--- src/rtl/ld_current_monitor.sv ---
// Supervisor for the laser-diode driver current bus: strobes ramp steps, classifies
// the sampled current ramp and latches over-limit / step / stuck faults until cleared.
module ld_current_monitor #(
    parameter int TICK_DIV = 1000,
    parameter int I_MAX    = 2000,
    parameter int STEP_UP  = 2,
    parameter int STEP_DN  = 4,
    parameter int STUCK_N  = 4
) (
    input  logic        CLK,
    input  logic        Clrn,
    input  logic        LD_REQ,
    input  logic        FAULT_CLR,
    input  logic [11:0] I_in,
    output logic        C_out,
    output logic        LD_ON,
    output logic [2:0]  state,
    output logic        fault,
    output logic [1:0]  fault_code,
    output logic [11:0] i_peak
);
    localparam int              CW        = (TICK_DIV > 1) ? $clog2(TICK_DIV) : 1;
    localparam int              SW        = $clog2(STUCK_N + 1);
    localparam logic [CW-1:0]   CNT_LAST  = CW'(TICK_DIV - 1);
    localparam logic [11:0]     IMAX      = 12'(I_MAX);
    localparam logic [12:0]     D_UP      = 13'(STEP_UP);
    localparam logic [12:0]     D_DN      = 13'(-STEP_DN);
    localparam logic [SW-1:0]   STUCK_LIM = SW'(STUCK_N);

    typedef enum logic [2:0] {
        S_IDLE  = 3'b000,
        S_UP    = 3'b001,
        S_HOLD  = 3'b010,
        S_DOWN  = 3'b011,
        S_FAULT = 3'b100
    } state_t;

    typedef enum logic [1:0] {
        F_NONE  = 2'b00,
        F_OVER  = 2'b01,
        F_STEP  = 2'b10,
        F_STUCK = 2'b11
    } code_t;

    logic [CW-1:0] cnt_q;
    logic          check_q;
    state_t        state_q, state_n;
    logic          fault_q, fault_n;
    code_t         code_q, code_n;
    logic [SW-1:0] stuck_q, stuck_n;
    logic [11:0]   i_prev_q, i_prev_n;
    logic [11:0]   i_peak_q, i_peak_n;
    logic          ld_on_q;

    logic [12:0] delta;
    logic        d_zero, d_up, d_dn, over, below, stuck_inc, clear_ok;

    // Driver latches the step on the edge that samples C_out, so the cycle after is the check.
    assign C_out     = (cnt_q == CNT_LAST);
    assign delta     = {1'b0, I_in} - {1'b0, i_prev_q};
    assign d_zero    = (delta == '0);
    assign d_up      = (delta == D_UP);
    assign d_dn      = (delta == D_DN);
    assign over      = (I_in > IMAX);
    assign below     = (I_in < IMAX);
    assign stuck_inc = (state_q == S_UP) && d_zero && below;
    assign clear_ok  = FAULT_CLR && (I_in == '0);

    always_comb begin
        state_n  = state_q;
        fault_n  = fault_q;
        code_n   = code_q;
        stuck_n  = stuck_q;
        i_prev_n = i_prev_q;
        i_peak_n = (I_in > i_peak_q) ? I_in : i_peak_q;
        if (state_q == S_FAULT) begin
            i_peak_n = i_peak_q;
            if (check_q) begin
                i_prev_n = I_in;
                stuck_n  = '0;
            end
            if (clear_ok) begin
                state_n  = S_IDLE;
                fault_n  = 1'b0;
                code_n   = F_NONE;
                stuck_n  = '0;
                i_prev_n = '0;
                i_peak_n = '0;
            end
        end else if (check_q) begin
            i_prev_n = I_in;
            if (stuck_inc)
                stuck_n = (stuck_q < STUCK_LIM) ? stuck_q + SW'(1) : stuck_q;
            else
                stuck_n = '0;
            if (over) begin
                state_n = S_FAULT;
                fault_n = 1'b1;
                code_n  = F_OVER;
            end else if (!(d_zero || d_up || d_dn)) begin
                state_n = S_FAULT;
                fault_n = 1'b1;
                code_n  = F_STEP;
            end else if (stuck_inc && (stuck_n == STUCK_LIM)) begin
                state_n = S_FAULT;
                fault_n = 1'b1;
                code_n  = F_STUCK;
            end else if (d_up) begin
                state_n = S_UP;
            end else if (d_dn) begin
                state_n = S_DOWN;
            end else if (I_in <= 12'd1) begin
                state_n = S_IDLE;
            end else if (!below) begin
                state_n = S_HOLD;
            end
        end
    end

    always_ff @(posedge CLK or negedge Clrn) begin
        if (!Clrn) begin
            cnt_q    <= '0;
            check_q  <= 1'b0;
            state_q  <= S_IDLE;
            fault_q  <= 1'b0;
            code_q   <= F_NONE;
            stuck_q  <= '0;
            i_prev_q <= '0;
            i_peak_q <= '0;
            ld_on_q  <= 1'b0;
        end else begin
            cnt_q    <= (cnt_q == CNT_LAST) ? '0 : cnt_q + CW'(1);
            check_q  <= C_out;
            state_q  <= state_n;
            fault_q  <= fault_n;
            code_q   <= code_n;
            stuck_q  <= stuck_n;
            i_prev_q <= i_prev_n;
            i_peak_q <= i_peak_n;
            ld_on_q  <= LD_REQ & ~fault_n;
        end
    end

    assign LD_ON      = ld_on_q;
    assign state      = state_q;
    assign fault      = fault_q;
    assign fault_code = code_q;
    assign i_peak     = i_peak_q;

endmodule

--- config.mk ---
export PLATFORM = sky130hd
export DESIGN_NAME = ld_current_monitor
export DESIGN_NICKNAME = d
export VERILOG_FILES = /design/src/rtl/ld_current_monitor.sv
export SDC_FILE = /design/constraint.sdc
export NUM_CORES = 1
export LEC_CHECK = 0
export CAP_MARGIN = 20
export CORE_MARGIN = 2
export CORE_UTILIZATION = 38
export DETAILED_ROUTE_END_ITERATION = 6
export PLACE_DENSITY = 0.67
export RECOVER_POWER = 50
export SLEW_MARGIN = 20
export SYNTH_ARGS = -nofsm -noshare
export SYNTH_HDL_FRONTEND = slang
export SYNTH_SLANG_ARGS = --single-unit
export TNS_END_PERCENT = 20
--- constraint.sdc ---
create_clock -name CLK -period 3.6 [get_ports CLK]
set_input_delay 0.36 -clock CLK [delete_from_list [all_inputs] [get_ports CLK]]
set_output_delay 0.36 -clock CLK [all_outputs]
set_load 0.01 [all_outputs]
==> results.json, run 1 <==
{
  "cts_tree": "done",
  "cp_cell_sequence": "clkdlybuf4s50_1 -> ha_1 -> a21oi_2 -> nor2b_1 -> nand4bb_1 -> a21o_1 -> a2111o_1 -> nor4_4 -> a21oi_1 -> o22ai_1",
  "mappedNetlistArea_um2": 3160,
  "cp_slowest_stage_delay_ps": 530,
  "synth-edff-count": 0,
  "tightest_slew_ps": 2390,
  "synth_top_area_frac": 0.357,
  "cts_made_buffers": 5,
  "grt_pass1_wl_um": 12500,
  "ctsHoldBuffers": 0,
  "timing.rr.end": "state[0]",
  "top_layer_used": "met4",
  "avgSynthCellArea_um2": 8.62,
  "synthCells": 366,
  "drc": 0,
  "status": "finished, violations left",
  "met2_length_um": 3460,
  "endpoint": "state[0]",
  "detail-route-antenna-nets": 0,
  "routedWlPerCell_um": 14.5,
  "die_h_um": 95.1,
  "drt_iter0_markers": 219,
  "rows": 33,
  "dpl_cell_area_um2": 3650,
  "dieArea_um2": 9050,
  "clk_latency_ps": 300,
  "htreeDepth": 2,
  "synth_area_leader_cell": "dfrtp_1",
  "cts_buffer_depth": 2,
  "rsz0062_at_grt": "false",
  "whs_path_depth": 1,
  "viasPerCell": 5.29,
  "grt_max_degree": 46,
  "post-route-util": 0.460,
  "slew_headroom": -0.591,
  "routed-wl-met3_um": 219,
  "fp.dieW_um": 95.1,
  "timing.critical_path.to_type": "flip-flop",
  "yosysUniqueCellTypes": 57,
  "track_usage": 0.174,
  "hold_path_class": "reg2reg",
  "fillers": 777,
  "min_period_ps": 3030,
  "cts_resized": 0,
  "grt_overflow": 0,
  "diodes": 0,
  "rrSetupSlack_ps": 740,
  "critPathKind": "in2reg",
  "design_area_um2": 3740,
  "synthToLayoutAreaGrowth_pct": 18.6,
  "wl_um": 7380,
  "drv_slew": 46,
  "ys_ff_latch": 45,
  "yosys_warnings": 0,
  "reg2regPathDepth": 10,
  "place_inst": 502,
  "fin_crit_sh": 0.841,
  "arrival_ps": 3250,
  "synth_most_common_cell": "dfrtp_1",
  "layout-drive-gt1-share": 0.0642,
  "worst-path-max-fanout": 7,
  "synth-seq-area-share": 0.357,
  "async_reset_ff_frac": 1.00,
  "cts_setup_buffers": 0,
  "crit_slowest_cell": "clkdlybuf4s50_1",
  "reg2reg_from": "i_prev_q[1]",
  "p_total_w": 0.00108,
  "synthFlopType": "dfrtp_1",
  "drv_cap": 1,
  "first_pass_iters": 4,
  "fmax_mhz": 330,
  "vias": 2698,
  "cts.clk_slew.worst_paths_ps": 90,
  "gp_congestion": 0.892,
  "core_area_um2": 8130,
  "hold_violations": 0,
  "cts.sinks": 45,
  "powerDensity_nw_per_um2": 288,
  "vdd_drop_max_mv": 0.188,
  "clock-skew-final_ps": 4.99,
  "synth_nets": 408,
  "start_kind": "input port",
  "place_hpwl_um": 5610,
  "layout.nets": 446,
  "antenna_found_initial": 0,
  "clock-root-buffer": "clkbuf_8",
  "grt_pass1_vias": 2564,
  "crit_path_start": "I_in[6]",
  "synth.area.top_cells": "dfrtp_1, ha_1, inv_1",
  "p_leak_nw": 1.62,
  "final_cells": 510,
  "violations": "capacitance limit, slew limit",
  "initial_core_util": 0.388,
  "wl_met1_um": 3610,
  "setup_viol": 0,
  "fin_tns_setup_ps": 0,
  "portBuffers": 35,
  "yosys-top-cells-count": "dfrtp_1, inv_1, nor2_1, ha_1, nand3_1",
  "io_pins": 36,
  "cp.required_ps": 3830
}
## sequential cells by signal, indices dropped and copies added (netlist names)
signal	count
LD_ON	1
check_q	1
cnt_q	10
fault	1
fault_code	2
i_peak	12
i_prev_q	12
state	3
stuck_q	3
## per-layer routing
metal	up-vias	GRT usage
met5	-	0
met4	0	0.0519
met3	7	0.0198
met2	45	0.285
met1	1283	0.241
li1	1363	-
## how the worst min path moves through the flow
stage | start | to | slack (ps)
2_1_floorplan | Clrn | LD_ON | 60
3_3_place_gp | cnt_q[0] | cnt_q[0] | 450
3_5_place_dp | cnt_q[0] | cnt_q[0] | 470
4_1_cts | Clrn | cnt_q[2] | 250
5_1_grt | cnt_q[0] | cnt_q[0] | 500
6_report | cnt_q[0] | cnt_q[0] | 480
## power by group
group	internal, W	leakage [nW]	switching [W]	total, W
clock	0.000142	0.0452	0.000186	0.000328
combinational	0.000102	0.982	0.000122	0.000224
sequential	0.000517	0.589	0.0000103	0.000528
total	0.000761	1.62	0.000318	0.00108
## metrics by stage
step,setup WS [ps],hold WS (ps)
after global routing,384,498
after global placement,298,448
after CTS,593,253
after detailed placement,281,469
final,573,478
after floorplan,1020,64.4
## logic make-up after synthesis
family,share of synthesized area
DFF,0.357
xor gates and xnor gates,0.0333
AOI/OAI and AO/OA,0.175
and+or+nand+nor,0.221
muxes,0.0444
buffers and inverters,0.0666
adders and majority gates,0.103
## cell usage in the layout (no fill, tap or decap), types with 5 or more instances in the layout
master / instances
o22ai_1: 7
dfrtp_1: 45
inv_1: 43
dlygate4sd3_1: 6
xnor2_1: 7
mux2i_1: 14
nor3_1: 5
nand2_1: 22
nor2_1: 33
a21oi_1: 17
clkbuf_8: 5
o21ai_0: 25
nand3_1: 26
a21o_1: 8
ha_1: 26
xor2_1: 5
nand2b_1: 5
buf_4: 8
clkdlybuf4s50_1: 28
## layout make-up
| type | instances | area (µm²) | area share |
|---|---|---|---|
| inverters | 43 | 161 | 0.0431 |
| flip-flops and latches | 45 | 1130 | 0.301 |
| repair buffers | 43 | 404 | 0.108 |
| multi-input cells | 266 | 1830 | 0.488 |
| clock buffers | 5 | 68.8 | 0.0184 |
| well taps | 105 | 131 | 0.0351 |
| clock inverters | 3 | 25.0 | 0.00669 |
## critical path, delay by kind of cell
kind	cells	cell delay, ps
and+or+nand+nor	3	660
AOI/OAI and AO/OA	5	1240
buffers and inverters	1	530
adders and majority gates	1	450
No activity file was read; power rests on OpenSTA's default activity.
==> inputs of run 2 (changes only) <==
--- a/config.mk
+++ b/config.mk
@@ -9,7 +9,7 @@
 export CORE_MARGIN = 2
 export CORE_UTILIZATION = 38
 export DETAILED_ROUTE_END_ITERATION = 6
-export PLACE_DENSITY = 0.67
+export PLACE_DENSITY = 0.69
 export RECOVER_POWER = 50
 export SLEW_MARGIN = 20
 export SYNTH_ARGS = -nofsm -noshare
==> constraint.sdc (replaced) <==
create_clock -name CLK -period 2.5 [get_ports CLK]
set_input_delay 0.25 -clock CLK [delete_from_list [all_inputs] [get_ports CLK]]
set_output_delay 0.25 -clock CLK [all_outputs]
set_load 0.01 [all_outputs]
==> results.json, run 2 (synthesis results as in run 1) <==
{
  "status": "finished, violations left",
  "violations": "setup timing",
  "start_kind": "flip-flop",
  "initial_core_util": 0.388,
  "fillers": 696,
  "wl_um": 8830,
  "cp.required_ps": 2700,
  "detail-route-antenna-nets": 0,
  "die_h_um": 95.1,
  "holdWs_ps": 438,
  "cts_made_buffers": 5,
  "routedWlPerCell_um": 15.4,
  "clk_latency_ps": 310,
  "grt_overflow": 0,
  "worst-path-max-fanout": 5,
  "cts_buffer_depth": 2,
  "critPathKind": "reg2reg",
  "viasPerCell": 5.37,
  "dieArea_um2": 9050,
  "grt_max_degree": 32,
  "drv_cap": 0,
  "min_period_ps": 2600,
  "tightest_slew_ps": 818,
  "setup_viol": 10,
  "slew_headroom": 0.455,
  "post-route-util": 0.549,
  "fin_tns_setup_ps": -611,
  "track_usage": 0.203,
  "design_area_um2": 4470,
  "layout.nets": 511,
  "powerDensity_nw_per_um2": 374,
  "rsz0062_at_grt": "true",
  "antenna_found_initial": 0,
  "cts_tree": "done",
  "grt_pass1_wl_um": 14400,
  "cts.clk_slew.worst_paths_ps": 100,
  "hold_path_class": "in2reg",
  "final_common_cell": "buf_4",
  "grt_pass1_vias": 3065,
  "timing.critical_path.to_type": "flip-flop",
  "fp.dieW_um": 95.1,
  "first_pass_iters": 4,
  "drv_slew": 0,
  "cts.sinks": 45,
  "arrival_ps": 2800,
  "drc": 0,
  "htreeDepth": 2,
  "diodes": 0,
  "layout-drive-gt1-share": 0.266,
  "place_hpwl_um": 6440,
  "mostFrequentLayoutCells": "buf_4, dfrtp_1, inv_1",
  "drt_iter0_markers": 107,
  "dpl_cell_area_um2": 4060,
  "dp_worst_setup_slack_ps": -605,
  "synthToLayoutAreaGrowth_pct": 41.5,
  "gp_congestion": 0.959,
  "fin_crit_sh": 1.04,
  "vdd_drop_max_mv": 0.295,
  "rows": 33,
  "vias": 3089,
  "fmax_mhz": 385,
  "p_leak_nw": 1.98,
  "io_pins": 36,
  "clock-skew-final_ps": 16.4,
  "core_area_um2": 8130,
  "clock-root-buffer": "clkbuf_8",
  "hold_violations": 0,
  "setup_ws_ps": -96.3,
  "portBuffers": 35
}
==> run 2: final timing paths <==
| path | from | end | slack, ps | depth (start not counted) |
|---|---|---|---|---|
| max reg2reg | i_prev_q[1] | state[2] | -100 | 10 |
| min in group asynchronous | Clrn | state[1] | 530 | 2 |
| max | i_prev_q[1] | state[2] | -100 | 10 |
| min | I_in[8] | i_peak[8] | 440 | 4 |
| min reg2reg | cnt_q[0] | cnt_q[0] | 460 | 1 |
| max in group asynchronous | Clrn | i_prev_q[11] | 710 | 3 |
==> run 2: repair_timing <==
action	CTS	global route
pin swaps	17	16
gates resized for setup	30	24
endpoints found under the setup margin	10	10
hold buffers	1	0
buffers inserted	6	4
hold endpoints to repair	14	0
==> run 2: final cells by class <==
cell class,count,area [µm²],share of cell area
Inverter,43,161,0.0361
Multi-Input combinational cell,266,2070,0.463
Clock inverter,3,21.3,0.00476
Timing Repair Buffer,108,890,0.199
Clock buffer,5,68.8,0.0154
Sequential cell,45,1130,0.252
Tap cell,105,131,0.0294
==> run 2: where the power goes <==
part	switching, W	total [W]	internal (W)
sequential	0.0000149	0.000760	0.000745
clock	0.000272	0.000471	0.000199
combinational	0.000218	0.000441	0.000222
total	0.000506	0.00167	0.00117
==> run 2: metal layers <==
metal	wire length, µm	up-vias	GRT usage	share of wire
met1	3920	1485	0.263	0.44
li1	-	1502	-	-
met2	4330	83	0.337	0.49
met5	0	-	0	0
met3	371	19	0.0387	0.042
met4	212	0	0.0725	0.024
==> run 2: stage by stage <==
| step | total power [W] | cells |
|---|---|---|
| 2_1_floorplan | 0.000957 | 366 |
| 3_3_place_gp | 0.00114 | 556 |
| 3_5_place_dp | 0.00115 | 556 |
| 5_1_grt | 0.00176 | 575 |
| 4_1_cts | 0.00165 | 571 |
| 6_report | 0.00167 | 575 |
==> run 2: critical path, cell delays in order (launching register included) <==
cell and delay (ps):
dfrtp_1 400, inv_2 70, ha_4 200, nor2b_4 140
o311a_1 330, nor3_4 150, xnor2_1 110, a2111o_1 470
nor4_4 310, and2_4 230, o22ai_1 70
